[config.mk]
export PLATFORM = sky130hd
export DESIGN_NAME = bcd_updown_counter
export DESIGN_NICKNAME = d
export VERILOG_FILES = /design/src/rtl/bcd_updown_counter.sv
export SDC_FILE = /design/constraint.sdc
export NUM_CORES = 1
export LEC_CHECK = 0
export CORE_ASPECT_RATIO = 1.5
export CORE_MARGIN = 10
export CORE_UTILIZATION = 54
export DETAILED_ROUTE_END_ITERATION = 10
export PLACE_DENSITY = 0.86
export SYNTH_ARGS = -nofsm -noshare
export SYNTH_HDL_FRONTEND = slang
export SYNTH_SLANG_ARGS = --single-unit
[constraint.sdc]
create_clock -name CLK -period 3.2 [get_ports CLK]
set_clock_uncertainty 0.1 [all_clocks]
set_input_delay 0.64 -clock CLK [delete_from_list [all_inputs] [get_ports CLK]]
set_output_delay 0.64 -clock CLK [all_outputs]
set_load 0.1 [all_outputs]
[src/rtl/bcd_updown_counter.sv]
// Multi-digit synchronous BCD up/down counter with parallel load, digit
// validation on load, and a combinational terminal count for cascading.
module bcd_updown_counter #(
  parameter int DIGITS = 4
) (
  input  logic                  CLK,
  input  logic                  RST,
  input  logic                  EN,
  input  logic                  UP,
  input  logic                  LOAD,
  input  logic [4*DIGITS-1:0]   LOAD_VAL,
  output logic [4*DIGITS-1:0]   COUNT,
  output logic                  TC,
  output logic                  LOAD_ERR
);

  logic [4*DIGITS-1:0] count_q, count_d;
  logic                loadErr_q, loadErr_d;
  logic                carry;
  logic                allNine, allZero;

  // Next-state logic: load (with per-digit sanitising) takes priority over counting.
  // carry means every lower digit sits at its wrap value, so this digit steps too.
  always_comb begin
    count_d   = count_q;
    loadErr_d = 1'b0;
    carry     = 1'b1;
    if (LOAD) begin
      for (int i = 0; i < DIGITS; i++) begin
        if (LOAD_VAL[4*i +: 4] > 4'd9) begin
          count_d[4*i +: 4] = 4'd0;
          loadErr_d         = 1'b1;
        end else begin
          count_d[4*i +: 4] = LOAD_VAL[4*i +: 4];
        end
      end
    end else if (EN) begin
      for (int i = 0; i < DIGITS; i++) begin
        if (carry) begin
          if (UP) begin
            count_d[4*i +: 4] = (count_q[4*i +: 4] == 4'd9) ? 4'd0 : count_q[4*i +: 4] + 4'd1;
          end else begin
            count_d[4*i +: 4] = (count_q[4*i +: 4] == 4'd0) ? 4'd9 : count_q[4*i +: 4] - 4'd1;
          end
        end
        carry = carry & (UP ? (count_q[4*i +: 4] == 4'd9) : (count_q[4*i +: 4] == 4'd0));
      end
    end
  end

  always_ff @(posedge CLK) begin
    if (RST) begin
      count_q   <= '0;
      loadErr_q <= 1'b0;
    end else begin
      count_q   <= count_d;
      loadErr_q <= loadErr_d;
    end
  end

  // TC uses live EN/UP so a chained instance steps on the same edge as our wrap.
  assign allNine  = (count_q == {DIGITS{4'h9}});
  assign allZero  = (count_q == '0);
  assign TC       = EN & (UP ? allNine : allZero);
  assign COUNT    = count_q;
  assign LOAD_ERR = loadErr_q;

endmodule

---- Word-level counts from Yosys, hierarchy flattened ----
Cells that the tools add are included.
W data, S select, Z words.
storage, ports and cells
  register bits after elaboration ......... 17
  output and inout port bits .............. 18
  word-level logic and storage cells ...... 68
  bits of input ports ..................... 21
cells by class
  add/subtract/negate cells ............... 8
  bitwise logic cells ..................... 4
  eq/ne operators ......................... 5
  reduce and logical (&&, ||, !) cells .... 13
  mux-type cells .......................... 29
  magnitude comparators ................... 4
operator list
  kind                    number
  $mux W4                 19
  $mux W16                2
  $add A4 B1 Y4 const B   4
  $eq A16 B16 Y1 const B  1
  $eq A4 B4 Y1 const B    4
  $gt A4 B4 Y1 const B    4
  $logic_not A16 Y1       1
  $logic_not A4 Y1        4
  $sub A4 B1 Y4 const B   4
  $mux W1                 8
  $reduce_bool A2 Y1      4
  $reduce_and A2 Y1       3
  $and A1 B1 Y1           3
  $reduce_or A2 Y1        1
  $not A1 Y1              1

---- Depth between registers and ports, before layout ----
  depth after elaboration ................. 7
  gate-level depth with buffers ........... 6
  depth with buffers taken out ............ 4

---- Worst setup path before layout ----
OpenSTA, ideal clock, no wires.
  path type ............................... register to output
  start ................................... register count_q[12] (netlist: COUNT[12])
  end ..................................... output TC
  required time ........................... 2.460 ns
  stages on the path, launching flop included .. 6
  path buffers ............................ 1
  path slack .............................. -2.106 ns
  data arrival time ....................... 4.566 ns
  cell sequence ........................... dfxtp_1 -> clkbuf_1 -> nand2_1 -> nor4_1 -> a31oi_1 -> nor4_1
between the ends
  cells in the longest elaborated chain, start to end .. 3
RTL lines
  what                                                        line    text
  start: declaration                                          17      logic [4*DIGITS-1:0] count_q, count_d;
  start signal: assignment                                    56      count_q <= count_d;
  $eq A16 B16 Y1 / $logic_not A16 Y1 (equally long branches)  62, 63
  $mux W1 *                                                   64      assign TC = EN & (UP ? allNine : allZero);
  $and A1 B1 Y1 *                                             64
  end: declaration                                            13      output logic TC,
Mark *: on every way between the ends. The rest lies on a longest branch, timed or not.

---- Final worst setup path ----
  start ................................... input UP
  end ..................................... output TC
between the ends
  cells in the longest elaborated chain, start to end .. 2
RTL lines
  what                line  text
  start: declaration  9     input logic UP,
  $mux W1             64
  $and A1 B1 Y1       64
Every way passes these cells.

==> results.py <==
metrics = {
    "yosys": {
        "synth_edf_count": 0,
        "synthFlopType": "dfxtp_1",
        "avgSynthCellArea_um2": 7.33,
        "ys_top_cells_by_area": "dfxtp_1 21%, o21ai_0 4.9%, nor2_1 4.3%",
        "syn_inst": 224,
        "synth-seq-area-share": 0.207,
        "synth_cell_types": 61,
        "async_flop_share": 0,
        "yosysTopAreaCell": "dfxtp_1",
        "ys_ff_latch": 17,
        "synth_top_area_share": 0.207,
        "synth_area_mm2": 0.00164,
        "synthesis.nets": 245,
        "ys_warn_count": 0,
    },
    "timing": {
        "max_slew.worst_pin.slew_ns": 0.562,
        "setup_viol": 0,
        "hold_violations": 0,
        "finalCritPeriodShare": 0.903,
        "slew_violations": 0,
        "fin_crit_ns": 2.89,
        "slew_headroom": 0.624,
        "fmax_ghz": 0.346,
        "rsz0062_at_grt": "false",
        "setup_tns_ns": 0,
        "setup_ws_ns": 0.311,
    },
    "floorplan": {
        "die_area_mm2": 0.00569,
        "initial_core_util": 0.564,
        "ios": 39,
        "placement_rows": 24,
        "fp.coreArea_mm2": 0.00291,
        "die-width_um": 65.0,
        "dieHeight_um": 87.5,
    },
    "worst_setup_path": {
        "path_class": "in2out",
        "path_delay_family": "simple AND/OR/NAND/NOR gates",
        "cp-start-kind": "input pin",
        "critPathSlowestCell": "clkdlybuf4s50_1",
        "cp-end-kind": "primary output",
        "r2r_setup_slack_ns": 1.25,
        "reg2reg_depth": 4,
        "critPathMaxFanout": 4,
        "cp.required_ns": 2.46,
        "timing.rr.end": "COUNT[8]",
        "cp.arrival_ns": 2.15,
        "cp_slowest_stage_delay_ns": 0.47,
        "critPathBufInv": 2,
        "cp_cell_sequence": "clkdlybuf4s50_1 > or3_4 > nor2_1 > a31oi_1 > nor4_4 > buf_12",
        "r2r_start": "COUNT[3]",
    },
    "global_routing": {
        "grtUsageTotal": 0.166,
        "grt_pass1_wl_mm": 7.96,
        "grt_overflow_total": 0,
        "antenna_found_initial": 0,
        "grt_pass1_vias": 1667,
        "grt_max_degree": 24,
    },
    "route": {
        "vias": 1824,
        "drtIter0Drc": 92,
        "drtAntennaViolNets": 0,
        "wl_per_cell_um": 15.9,
        "wl_mm": 4.60,
        "vias_per_cell": 6.29,
        "first_pass_iters": 4,
        "drc": 0,
    },
    "cts": {
        "insertion_delay_ns": 0.26,
        "clk_pin_slew_ns": 0.07,
        "postCtsResizedCells": 0,
        "cts_sinks": 17,
        "root_buffer": "clkbuf_8",
        "numCtsBuffers": 3,
        "ctsHoldBuffers": 0,
        "htreeDepth": 1,
        "cts_tree": "built",
        "cts_max_path_buffers": 2,
        "post-cts-setup-buffers": 0,
    },
    "power_and_ir_drop": {
        "pwr-share-comb": 0.396,
        "p_switching_mw": 0.308,
        "seq_power_share": 0.369,
        "p_leak_nw": 0.694,
        "power.share.clock": 0.235,
        "netSwitchingFraction": 0.428,
        "vdd_drop_max_v": 0.000325,
        "p_int_mw": 0.412,
        "power.density_mw_per_mm2": 352,
    },
    "place": {
        "dpl_worst_slack_ns": 0.307,
        "gp_congestion": 0.900,
        "dp_cells": 286,
        "dpl.hpwl_mm": 3.41,
        "port_buffers": 38,
    },
    "min_path": {
        "holdPathStages": 2,
        "min_from": "COUNT[2]",
        "worstHoldPathType": "reg2reg",
        "holdPathEnd": "COUNT[2]",
    },
    "layout": {
        "stdcell_count": 290,
        "area.growth.synth_to_final_pct": 24.7,
        "layout-drive-gt1-share": 0.179,
        "diodes": 0,
        "fillers": 273,
        "fin_nets": 273,
    },
    "run_status": {
        "status": "completed",
    },
    "job": {
        "max_cap_viol_count": 0,
    },
}
==> how the worst max path moves through the flow <==
stage	startpoint	end	slack, ns	cells after the start
finish	UP	TC	0.31	6
global route	UP	TC	0.22	6
CTS	UP	TC	0.30	6
detailed placement	UP	TC	0.31	6
global placement	UP	TC	0.35	6
floorplan	COUNT[8]	TC	0.005	4
==> power groups by stage <==
stage	sequential (mW)	combinational [mW]	clock (mW)
2_1_floorplan	0.337	0.141	0
3_3_place_gp	0.269	0.282	0
3_5_place_dp	0.270	0.285	0
4_1_cts	0.265	0.286	0.170
5_1_grt	0.270	0.307	0.182
6_report	0.266	0.285	0.169
==> synth_stat cells (2+ instances only) <==
cell       number
and2_1          4
nand3b_1        4
nor4_1          5
nor3b_1         2
inv_1           3
nor2_1         19
xnor2_1         5
o311ai_1        2
nand3_1        11
buf_1           3
or2_1           2
o21a_1          2
a21boi_0        3
a31oi_1         3
nand4_1         2
o21ai_0        16
o21ai_1         5
o22ai_1         3
and3_1          3
nand2b_1        4
a211o_1         2
buf_2           3
nand4b_1        3
nor3_1          9
dfxtp_1        17
o2111ai_1       3
nor2_2          2
nand2_1        10
a311oi_1        3
a211oi_1        4
or3_1           2
or4_1           2
and3b_1         2
clkbuf_1       10
a21oi_1        10
buf_6           2
xor2_1          4
a221oi_1        4
o211ai_1        5
nor2b_1         4
buf_4           2
==> cells in the final DEF, fill, tap and decap left out, types with 3 or more instances in the layout <==
cell and instances:
a211oi_1 4, a21boi_0 3, a21oi_1 10, a221oi_1 4, a311oi_1 3, a31oi_1 3, and2_1 4, and3_1 3
buf_4 23, clkbuf_8 3, clkdlybuf4s50_1 20, dfxtp_1 8, dfxtp_2 9, inv_1 3, nand2_1 10, nand2b_1 4
nand3_1 11, nand3b_1 4, nand4b_1 3, nor2_1 19, nor2b_1 4, nor3_1 9, nor4_1 4, o2111ai_1 3
o211ai_1 5, o21ai_0 16, o21ai_1 5, o22ai_1 3, xnor2_1 5, xor2_1 4
==> layer usage <==
| metal | GRT usage | up-vias | part of all wire |
|---|---|---|---|
| met4 | 0.0469 | 0 | 0.015 |
| met3 | 0.0309 | 8 | 0.042 |
| met1 | 0.200 | 865 | 0.41 |
| met2 | 0.290 | 44 | 0.53 |
| met5 | 0 | - | 0 |
| li1 | - | 907 | - |
==> tightest hold or removal path, cell delays in order, from the launching register on <==
cell     delay, ns
dfxtp_2       0.38
nand3_1       0.08
a31oi_1       0.07
==> flip-flops by register name, indices dropped and copies added, names as in the netlist <==
name,cells
COUNT,16
LOAD_ERR,1
==> per-stage QoR <==
| stage | hold WS, ns | total power, mW | util | instance area (µm²) |
|---|---|---|---|---|
| 2_1_floorplan | 0.665 | 0.478 | - | 1670 |
| 3_3_place_gp | 0.465 | 0.551 | 0.687 | 2000 |
| 3_5_place_dp | 0.470 | 0.555 | 0.687 | 2000 |
| 4_1_cts | 0.483 | 0.721 | 0.703 | 2050 |
| 5_1_grt | 0.508 | 0.759 | 0.703 | 2050 |
| 6_report | 0.478 | 0.720 | 0.703 | 2050 |
==> cells by family (layout without fill, tap and decap cells) <==
family                    count (synthesis)  count (layout)  synth area share
AOI/OAI and AO/OA                        77              77             0.333
xor gates and xnor gates                  9               9            0.0480
buffers and inverters                    26              53            0.0777
DFF                                      17              17             0.207
muxes                                     1               1           0.00610
and+or+nand+nor                          94              94             0.328
==> final cells by class <==
| class | instances | area [µm²] | share of cell area |
|---|---|---|---|
| Clock buffer | 3 | 41.3 | 0.0202 |
| Sequential cell | 17 | 352 | 0.172 |
| Timing Repair Buffer | 44 | 393 | 0.192 |
| Clock inverter | 1 | 5.00 | 0.00244 |
| Tap cell | 39 | 48.8 | 0.0238 |
| Multi-Input combinational cell | 181 | 1190 | 0.581 |
| Inverter | 5 | 18.8 | 0.00917 |
No activity file was read; power rests on OpenSTA's default activity.
